**config.mk**
```make
export PLATFORM = sky130hd
export DESIGN_NAME = mc_ctrl_flat
export DESIGN_NICKNAME = d
export VERILOG_FILES = /design/src/rtl/mc_ctrl_if.sv /design/src/rtl/mc_ctrl.sv /design/src/flat_wrapper.sv
export SDC_FILE = /design/constraint.sdc
export NUM_CORES = 1
export LEC_CHECK = 0
export CORE_MARGIN = 2
export CORE_UTILIZATION = 36
export DETAILED_ROUTE_END_ITERATION = 10
export GPL_TIMING_DRIVEN = 0
export PLACE_DENSITY_LB_ADDON = 0.2
export SLEW_MARGIN = 10
export SYNTH_ARGS = -nofsm -noshare
export SYNTH_HDL_FRONTEND = slang
export SYNTH_SLANG_ARGS = --single-unit
```
**constraint.sdc**
```tcl
create_clock -name clk -period 3.01 [get_ports clk]
set_input_delay 0.903 -clock clk [delete_from_list [all_inputs] [get_ports clk]]
set_output_delay 0.903 -clock clk [all_outputs]
set_load 0.05 [all_outputs]
```
**src/rtl/mc_ctrl_if.sv**
```systemverilog
// Control/status bundle between mc_ctrl (master) and the MIPS-subset datapath (slave).
interface mc_ctrl_if;
  logic [5:0] Op;
  logic [5:0] Funct;
  logic       Zero;
  logic       PCWr;
  logic [1:0] PCSrc;
  logic       IRWr;
  logic       MemWr;
  logic       RFWr;
  logic       RegDst;
  logic       WDSel;
  logic       BSel;
  logic [1:0] ExtOp;
  logic [1:0] ALUOp;
  logic       InsnDone;
  logic       Illegal;

  modport master (
    input  Op, Funct, Zero,
    output PCWr, PCSrc, IRWr, MemWr, RFWr, RegDst, WDSel, BSel, ExtOp, ALUOp,
           InsnDone, Illegal
  );

  modport slave (
    output Op, Funct, Zero,
    input  PCWr, PCSrc, IRWr, MemWr, RFWr, RegDst, WDSel, BSel, ExtOp, ALUOp,
           InsnDone, Illegal
  );
endinterface

```
**src/rtl/mc_ctrl.sv**
```systemverilog
// Multi-cycle main control FSM (FETCH/DECODE/EXE/MEM/WB) for the MIPS-subset datapath.
// Optional MC_ILLEGAL_TRAP_EN: illegal opcodes park the FSM in HALT with a sticky Illegal flag.
module mc_ctrl (
  input  logic      clk,
  input  logic      rst,
  mc_ctrl_if.master bus
);

  typedef enum logic [2:0] {
    FETCH  = 3'd0,
    DECODE = 3'd1,
    EXE    = 3'd2,
    MEM    = 3'd3,
    WB     = 3'd4,
    HALT   = 3'd5
  } state_t;

  typedef enum logic [3:0] {
    CL_ILL, CL_ADDU, CL_SUBU, CL_ORI, CL_LUI, CL_LW, CL_SW, CL_BEQ, CL_J
  } cls_t;

  state_t     state;
  cls_t       cls_q;
  cls_t       cls_dec;

  logic       pc_wr, ir_wr, mem_wr, rf_wr, reg_dst, wd_sel, b_sel, insn_done;
  logic [1:0] pc_src, ext_op, alu_op;

  always_comb begin
    cls_dec = CL_ILL;
    case (bus.Op)
      6'b000000: begin
        if (bus.Funct == 6'b100001)      cls_dec = CL_ADDU;
        else if (bus.Funct == 6'b100011) cls_dec = CL_SUBU;
      end
      6'b001101: cls_dec = CL_ORI;
      6'b001111: cls_dec = CL_LUI;
      6'b100011: cls_dec = CL_LW;
      6'b101011: cls_dec = CL_SW;
      6'b000100: cls_dec = CL_BEQ;
      6'b000010: cls_dec = CL_J;
      default:   cls_dec = CL_ILL;
    endcase
  end

`ifdef MC_ILLEGAL_TRAP_EN
  logic illegal_q;
`endif

  always_ff @(posedge clk) begin
    if (rst) begin
      state <= FETCH;
      cls_q <= CL_ILL;
`ifdef MC_ILLEGAL_TRAP_EN
      illegal_q <= 1'b0;
`endif
    end else begin
      case (state)
        FETCH: state <= DECODE;
        DECODE: begin
          cls_q <= cls_dec;
          case (cls_dec)
            CL_J: state <= FETCH;
            CL_ILL: begin
`ifdef MC_ILLEGAL_TRAP_EN
              state     <= HALT;
              illegal_q <= 1'b1;
`else
              state <= FETCH;
`endif
            end
            default: state <= EXE;
          endcase
        end
        EXE: begin
          case (cls_q)
            CL_ADDU, CL_SUBU, CL_ORI, CL_LUI: state <= WB;
            CL_LW, CL_SW:                     state <= MEM;
            default:                          state <= FETCH;
          endcase
        end
        MEM: state <= (cls_q == CL_LW) ? WB : FETCH;
        WB:  state <= FETCH;
`ifdef MC_ILLEGAL_TRAP_EN
        HALT: state <= HALT;
`endif
        default: state <= FETCH;
      endcase
    end
  end

  // ALU controls are set in EXE and simply re-decoded from the latched class in MEM/WB.
  always_comb begin
    pc_wr     = 1'b0;
    pc_src    = '0;
    ir_wr     = 1'b0;
    mem_wr    = 1'b0;
    rf_wr     = 1'b0;
    reg_dst   = 1'b0;
    wd_sel    = 1'b0;
    b_sel     = 1'b0;
    ext_op    = '0;
    alu_op    = '0;
    insn_done = 1'b0;
    if (!rst) begin
      if (state == EXE || state == MEM || state == WB) begin
        case (cls_q)
          CL_SUBU:     alu_op = 2'b01;
          CL_ORI:      begin b_sel = 1'b1; alu_op = 2'b10; end
          CL_LUI:      begin b_sel = 1'b1; ext_op = 2'b10; alu_op = 2'b11; end
          CL_LW, CL_SW: begin b_sel = 1'b1; ext_op = 2'b01; end
          CL_BEQ:      alu_op = 2'b01;
          default:     alu_op = 2'b00;
        endcase
      end
      case (state)
        FETCH: begin
          ir_wr = 1'b1;
          pc_wr = 1'b1;
        end
        DECODE: begin
          case (cls_dec)
            CL_J: begin
              pc_wr     = 1'b1;
              pc_src    = 2'b10;
              insn_done = 1'b1;
            end
            CL_ILL: begin
`ifndef MC_ILLEGAL_TRAP_EN
              insn_done = 1'b1;
`endif
            end
            default: ;
          endcase
        end
        EXE: begin
          if (cls_q == CL_BEQ) begin
            pc_src    = 2'b01;
            pc_wr     = bus.Zero;
            insn_done = 1'b1;
          end
        end
        MEM: begin
          if (cls_q == CL_SW) begin
            mem_wr    = 1'b1;
            insn_done = 1'b1;
          end
        end
        WB: begin
          rf_wr     = 1'b1;
          insn_done = 1'b1;
          reg_dst   = (cls_q == CL_ADDU) || (cls_q == CL_SUBU);
          wd_sel    = (cls_q == CL_LW);
        end
        default: ;
      endcase
    end
  end

  assign bus.PCWr     = pc_wr;
  assign bus.PCSrc    = pc_src;
  assign bus.IRWr     = ir_wr;
  assign bus.MemWr    = mem_wr;
  assign bus.RFWr     = rf_wr;
  assign bus.RegDst   = reg_dst;
  assign bus.WDSel    = wd_sel;
  assign bus.BSel     = b_sel;
  assign bus.ExtOp    = ext_op;
  assign bus.ALUOp    = alu_op;
  assign bus.InsnDone = insn_done;
`ifdef MC_ILLEGAL_TRAP_EN
  assign bus.Illegal  = illegal_q & ~rst;
`else
  assign bus.Illegal  = 1'b0;
`endif

endmodule

```
**src/flat_wrapper.sv**
```systemverilog
// flat-port wrapper written by rule: the top's interface ports become plain ports
module mc_ctrl_flat 
  (clk, rst, bus_Op, bus_Funct, bus_Zero, bus_PCWr, bus_PCSrc, bus_IRWr, bus_MemWr, bus_RFWr, bus_RegDst, bus_WDSel, bus_BSel, bus_ExtOp, bus_ALUOp, bus_InsnDone, bus_Illegal);
  mc_ctrl_if bus_i ();
  input  logic clk;
  input  logic rst;
  input wire logic [$bits(bus_i.Op)-1:0] bus_Op;
  input wire logic [$bits(bus_i.Funct)-1:0] bus_Funct;
  input wire logic [$bits(bus_i.Zero)-1:0] bus_Zero;
  output wire logic [$bits(bus_i.PCWr)-1:0] bus_PCWr;
  output wire logic [$bits(bus_i.PCSrc)-1:0] bus_PCSrc;
  output wire logic [$bits(bus_i.IRWr)-1:0] bus_IRWr;
  output wire logic [$bits(bus_i.MemWr)-1:0] bus_MemWr;
  output wire logic [$bits(bus_i.RFWr)-1:0] bus_RFWr;
  output wire logic [$bits(bus_i.RegDst)-1:0] bus_RegDst;
  output wire logic [$bits(bus_i.WDSel)-1:0] bus_WDSel;
  output wire logic [$bits(bus_i.BSel)-1:0] bus_BSel;
  output wire logic [$bits(bus_i.ExtOp)-1:0] bus_ExtOp;
  output wire logic [$bits(bus_i.ALUOp)-1:0] bus_ALUOp;
  output wire logic [$bits(bus_i.InsnDone)-1:0] bus_InsnDone;
  output wire logic [$bits(bus_i.Illegal)-1:0] bus_Illegal;
  assign bus_i.Op = bus_Op;
  assign bus_i.Funct = bus_Funct;
  assign bus_i.Zero = bus_Zero;
  assign bus_PCWr = bus_i.PCWr;
  assign bus_PCSrc = bus_i.PCSrc;
  assign bus_IRWr = bus_i.IRWr;
  assign bus_MemWr = bus_i.MemWr;
  assign bus_RFWr = bus_i.RFWr;
  assign bus_RegDst = bus_i.RegDst;
  assign bus_WDSel = bus_i.WDSel;
  assign bus_BSel = bus_i.BSel;
  assign bus_ExtOp = bus_i.ExtOp;
  assign bus_ALUOp = bus_i.ALUOp;
  assign bus_InsnDone = bus_i.InsnDone;
  assign bus_Illegal = bus_i.Illegal;
  mc_ctrl u_core (.clk(clk), .rst(rst), .bus(bus_i));
endmodule
```
==> results of run 1 <==
## placed cells by master (no fill, tap or decap), types with 6 or more instances in the layout
cell / n
buf_2: 6
buf_4: 8
buf_6: 7
clkdlybuf4s50_1: 7
dfxtp_1: 7
nand2_1: 8
nor2_1: 16
## worst register-to-register path: stages, from the launching register on
cell and delay [ns]:
dfxtp_1 0.45, inv_1 0.14, nor2_1 0.19, nand2_1 0.14, or4b_2 0.65, o31ai_1 0.08
## per-stage QoR
step	setup TNS, ns	instances	setup WS (ns)	utilization (%)	area (µm²)
final	-0.565	157	-0.356	67.1	1160
after global routing	-0.690	157	-0.398	67.1	1160
after CTS	-0.849	157	-0.431	66.7	1150
after detailed placement	-11.25	147	-1.35	61.1	1050
after global placement	-11.12	147	-1.33	61.1	1050
after floorplan	-0.978	94	-0.247	-	743
## how the worst max path moves through the flow
stage | cells past startpoint | slack [ns] | startpoint | to
after floorplan | 3 | -0.25 | rst | bus_MemWr
after global placement | 7 | -1.33 | bus_Op[3] | bus_InsnDone
after detailed placement | 7 | -1.35 | bus_Op[0] | bus_InsnDone
after CTS | 7 | -0.43 | bus_Op[5] | bus_InsnDone
after global routing | 7 | -0.40 | bus_Op[2] | bus_InsnDone
final | 7 | -0.36 | bus_Op[5] | bus_InsnDone
## Yosys cell counts (2+ instances only)
master	n	area share, %
nor2_1	19	11
nand2_1	9	5.1
dfxtp_1	7	21
nor3_1	6	4.5
a21oi_1	4	3.0
a211oi_1	3	3.4
nand2b_1	3	2.8
nor3b_1	3	3.4
xor2_1	3	4.0
and4b_1	2	3.0
clkbuf_1	2	1.1
mux2i_1	2	3.0
or3_1	2	1.9
xnor2_1	2	2.6
## timing repair
| action | in CTS | in global routing |
|---|---|---|
| gates resized for setup | 103 | 21 |
| setup endpoints to repair | 14 | 9 |
| buffers inserted | 6 | 0 |
| pin swaps | 10 | 6 |
## cell families after synthesis
| logic type | count (synthesis) |
|---|---|
| buf+inv | 7 |
| compound gates | 14 |
| xor+xnor | 5 |
| mux | 2 |
| flops | 7 |
| simple gates | 58 |
| other cells | 1 |
## layer usage
layer | up-vias | share of wire [%]
li1 | 415 | -
met1 | 368 | 41
met2 | 27 | 50
met5 | - | 0
met4 | 0 | 4.0
met3 | 7 | 4.7
## registers in the layout, indices dropped and copies added, names as in the netlist
register	cells
u_core.cls_q	4
u_core.state	3
## layout make-up
cell class,count,area (µm²),share of cell area [%]
plain buffers,6,37.5,3.24
clock buffers,4,26.3,2.27
inverters,1,3.75,0.324
multi-input cells,80,607,52.4
flip-flops and latches,7,140,12.1
well taps,25,31.3,2.70
repair buffers,34,313,27.0
## power groups by stage
| stage | sequential (mW) | combinational (mW) | clock (mW) |
|---|---|---|---|
| floorplan | 0.100 | 0.0634 | 0 |
| global placement | 0.101 | 0.0975 | 0 |
| detailed placement | 0.101 | 0.0990 | 0 |
| CTS | 0.0990 | 0.104 | 0.0869 |
| global route | 0.0994 | 0.116 | 0.0975 |
| finish | 0.0992 | 0.108 | 0.0865 |
==> impl_metrics.json, run 1 <==
{
  "cts_max_level": 1,
  "cts-root-buf": "clkbuf_4",
  "rrSetupSlack_ns": 1.27,
  "worstReg2RegStart": "u_core.cls_q[2]$_SDFFE_PP0P_",
  "synth-compound-area-share_pct": 15.1,
  "gp_congestion": 0.832,
  "grt.met1_usage_pct": 21.8,
  "synth-seq-cells": 7,
  "cellLeakagePower_nw": 0.464,
  "ys_dominant_reg_cell": "dfxtp_1",
  "synthArstFlopShare_pct": 0,
  "slowest_stage": "or3b_4",
  "dr.pass1.iters": 4,
  "crit_fanout": 2,
  "grt_overflow_total": 0,
  "p_seq_share_pct": 33.8,
  "numClockSinks": 7,
  "whs_endpoint": "u_core.cls_q[3]$_SDFFE_PP0P_",
  "combPwrFrac_pct": 36.7,
  "rsz0062_at_grt": "yes",
  "io_pins": 30,
  "cts_buffers": 3,
  "flow.area_growth_from_synthesis_pct": 74.4,
  "drive_above_1_share_pct": 41.7,
  "die_w_um": 47.0,
  "peakVddDrop_uv": 134,
  "clock_latency_ns": 0.25,
  "violations": "setup timing",
  "status": "finished, violations left",
  "p_switching_mw": 0.0959,
  "power.share.clock_pct": 29.5,
  "crit_buf_inv": 2,
  "critPathRequiredTime_ns": 2.11,
  "rows": 15,
  "busiest_layer": "met2",
  "portBuffers": 28,
  "syn_avg_cell_area_um2": 7.07,
  "arrival_ns": 2.46,
  "muxShareOfSynthArea_pct": 3.01,
  "diodes": 0,
  "die_y_um": 47.0,
  "grt_antenna_before_repair": 0,
  "path_common_cell": "buf_8",
  "cts_tree": "yes",
  "finClkSkew_ns": 0.000892,
  "max_stage_delay_ns": 0.38,
  "startpoint_type": "primary input",
  "synth_edf_count": 0,
  "critPathKind": "primary input to output pin",
  "endpoint_kind": "output pin",
  "synthSimpleGateAreaFrac_pct": 47.5,
  "slew_headroom_pct": 63.1,
  "drc": 0,
  "dieArea_um2": 2210,
  "hold_class": "register to register",
  "path_cells": "buf_8 > or3b_4 > or3_4 > a21oi_4 > nor4_4 > a211o_2 > buf_8",
  "vias_per_cell": 5.20,
  "p_total_mw": 0.293,
  "fin_ws_ns": -0.356,
  "grt_max_degree": 11,
  "synth_seq_area_share_pct": 21.1,
  "tightest_slew_ns": 0.554,
  "min_from": "u_core.cls_q[3]$_SDFFE_PP0P_",
  "p_int_mw": 0.197,
  "ys_warn_count": 0,
  "synthesis.area_um2": 664,
  "drt.antenna.violating_nets": 0,
  "wl_per_cell_um": 11.5,
  "hpwl_mm": 1.36,
  "period_share_pct": 112,
  "synth_nets": 109,
  "synth_cell_types": 41,
  "ff2ff_path_depth": 5,
  "cts_hold_buf": 0,
  "r2r-end": "u_core.state[1]$_SDFF_PP0_",
  "vias": 817,
  "maxCapViolations": 0,
  "path_delay_family": "simple AND/OR/NAND/NOR gates",
  "fin_hold_ws_ns": 0.536,
  "synth_cells": 94,
  "grt_usage_pct": 18.6,
  "synth_top_family_by_area": "simple AND/OR/NAND/NOR gates",
  "min_path_cells": 2,
  "p_per_area_nw_per_um2": 253,
  "drt_wl_total_mm": 1.80,
  "synth_adder_area_share_pct": 0,
  "fmax_mhz": 297,
  "fillCellCount": 161,
  "clock_path_buffers": 2,
  "grt_pass1_wl_mm": 2.84,
  "hold_violations": 0,
  "setup_viol": 3,
  "swShare_pct": 32.7,
  "use_met3_pct": 3.46,
  "core_um2": 1730,
  "start_util_pct": 38.5,
  "grtUsageMet2_pct": 30.1,
  "drv_slew": 0,
  "drt_iter0_markers": 10,
  "final_nets": 148,
  "grt_pass1_vias": 698,
  "synth_xor_area_share_pct": 6.59,
  "fin_crit_ns": 3.37,
  "clkTransAtPathRegs_ns": 0.05
}
(Power assumes the default switching activity.)
==> run 2: changes to the inputs <==
CTS_CLUSTER_SIZE = 25   (was default)
PLACE_DENSITY_LB_ADDON = 0.05   (was 0.2)
SETUP_SLACK_MARGIN = 0.05   (was default)
==> impl_metrics.json, run 2 (same netlist as run 1, synthesis figures left out) <==
{
  "ff2ff_path_depth": 5,
  "status": "finished, violations left",
  "vias": 815,
  "clock_latency_ns": 0.26,
  "clkTransAtPathRegs_ns": 0.05,
  "rows": 15,
  "numClockSinks": 7,
  "rrSetupSlack_ns": 1.26,
  "final_common_cell": "nor2_1",
  "layout_common_cells": "nor2_1 (16), buf_4 (9), nand2_1 (8)",
  "grt_pass1_wl_mm": 2.86,
  "slew_headroom_pct": 62.3,
  "worstReg2RegStart": "u_core.cls_q[2]$_SDFFE_PP0P_",
  "period_share_pct": 113,
  "gp_congestion": 0.827,
  "arrival_ns": 2.50,
  "dr.pass1.iters": 6,
  "place_ws_ns": -1.38,
  "largest_register": "u_core.cls_q",
  "critPathKind": "primary input to output pin",
  "grt_max_degree": 11,
  "grt_pass1_vias": 665,
  "vias_per_cell": 5.09,
  "drt.antenna.violating_nets": 0,
  "cellLeakagePower_nw": 0.470,
  "start_util_pct": 38.5,
  "cts_max_level": 1,
  "maxCapViolations": 0,
  "hold_violations": 0,
  "tightest_slew_ns": 0.566,
  "cts_tree": "yes",
  "reg_top3": "u_core.cls_q (4), u_core.state (3)",
  "core_um2": 1730,
  "grt_antenna_before_repair": 0,
  "grt_usage_pct": 19.0,
  "final_nets": 151,
  "setup_viol": 3,
  "min_from": "u_core.cls_q[3]$_SDFFE_PP0P_",
  "io_pins": 30,
  "fmax_mhz": 294,
  "largest_register_ffs": 4,
  "p_per_area_nw_per_um2": 252,
  "endpoint_kind": "output pin",
  "drv_slew": 0,
  "flow.area_growth_from_synthesis_pct": 77.2,
  "portBuffers": 28,
  "rsz0062_at_grt": "yes",
  "r2r-end": "u_core.state[1]$_SDFF_PP0_",
  "cts_hold_buf": 0,
  "finClkSkew_ns": 0.00259,
  "drt_iter0_markers": 20,
  "cts-root-buf": "clkbuf_4",
  "hold_class": "register to register",
  "fin_crit_ns": 3.40,
  "hpwl_mm": 1.40,
  "dieArea_um2": 2210,
  "die_y_um": 47.0,
  "wl_per_cell_um": 13.0,
  "drc": 0,
  "die_w_um": 47.0,
  "utilization_pct": 68.2,
  "diodes": 0,
  "fin_ws_ns": -0.391,
  "crit_fanout": 2,
  "grt_overflow_total": 0,
  "violations": "setup timing",
  "drt_wl_total_mm": 2.07,
  "fin_hold_ws_ns": 0.556,
  "min_path_cells": 1,
  "cts_buffers": 3,
  "startpoint_type": "primary input",
  "clock_path_buffers": 2,
  "whs_endpoint": "u_core.state[2]$_SDFF_PP0_",
  "drive_above_1_share_pct": 42.2,
  "critPathRequiredTime_ns": 2.11,
  "peakVddDrop_uv": 178
}
-- run 2: final cells by class --
cell class              instances  area, µm²
fillers                       168        549
inverters                       1       3.75
clock buffers                   4       26.3
multi-input cells              80        608
well taps                      25       31.3
flip-flops and latches          7        140
repair buffers                 37        330
plain buffers                   6       37.5
-- run 2: worst max-delay path by stage --
stage	endpoint	startpoint	slack, ns	cells after the start
2_1_floorplan	bus_MemWr	rst	-0.25	3
3_3_place_gp	bus_InsnDone	bus_Op[3]	-1.36	7
3_5_place_dp	bus_InsnDone	bus_Op[0]	-1.38	7
4_1_cts	bus_InsnDone	bus_Op[5]	-0.46	7
5_1_grt	bus_InsnDone	bus_Op[1]	-0.43	7
6_report	bus_InsnDone	bus_Op[1]	-0.39	7
-- run 2: report_power, final --
group	internal (mW)	leakage, nW	switching [mW]
sequential	0.0966	0.0571	0.00251
combinational	0.0507	0.398	0.0602
clock	0.0507	0.0150	0.0361
-- run 2: through the flow --
stage               instances  setup TNS (ns)  area [µm²]  total power, mW
detailed placement        147          -11.38        1060            0.201
global placement          147          -11.22        1060            0.199
finish                    160          -0.612        1180            0.297
global route              160          -0.726        1180            0.311
CTS                       157          -0.805        1130            0.292
floorplan                  94          -0.978         744            0.164
-- run 2: critical path: stages --
cell and delay (ns):
buf_8 0.09, or3b_1 0.40, or3_1 0.33, a21oi_2 0.22, nor4_4 0.07, a211o_2 0.32, buf_8 0.15
-- run 2: what timing repair did --
item / 4_1_cts / 5_1_grt
cloned: 0 / 0
pin swaps: 10 / 8
buffers inserted: 6 / 3
resized for setup: 94 / 16
setup endpoints to repair: 14 / 7
-- run 2: per-layer routing --
layer	global-route usage (%)	part of all wire [%]	wire, µm
met5	0	0	0
met4	13.3	2.6	54
met3	1.15	5.0	103
met2	32.6	51	1050
met1	22.5	42	865
==> run 3: changes to the inputs <==
SLEW_MARGIN = 20   (was 10)
==> results of run 3 <==
Same layout as run 2: the final DEF is identical, and so are final timing and power.
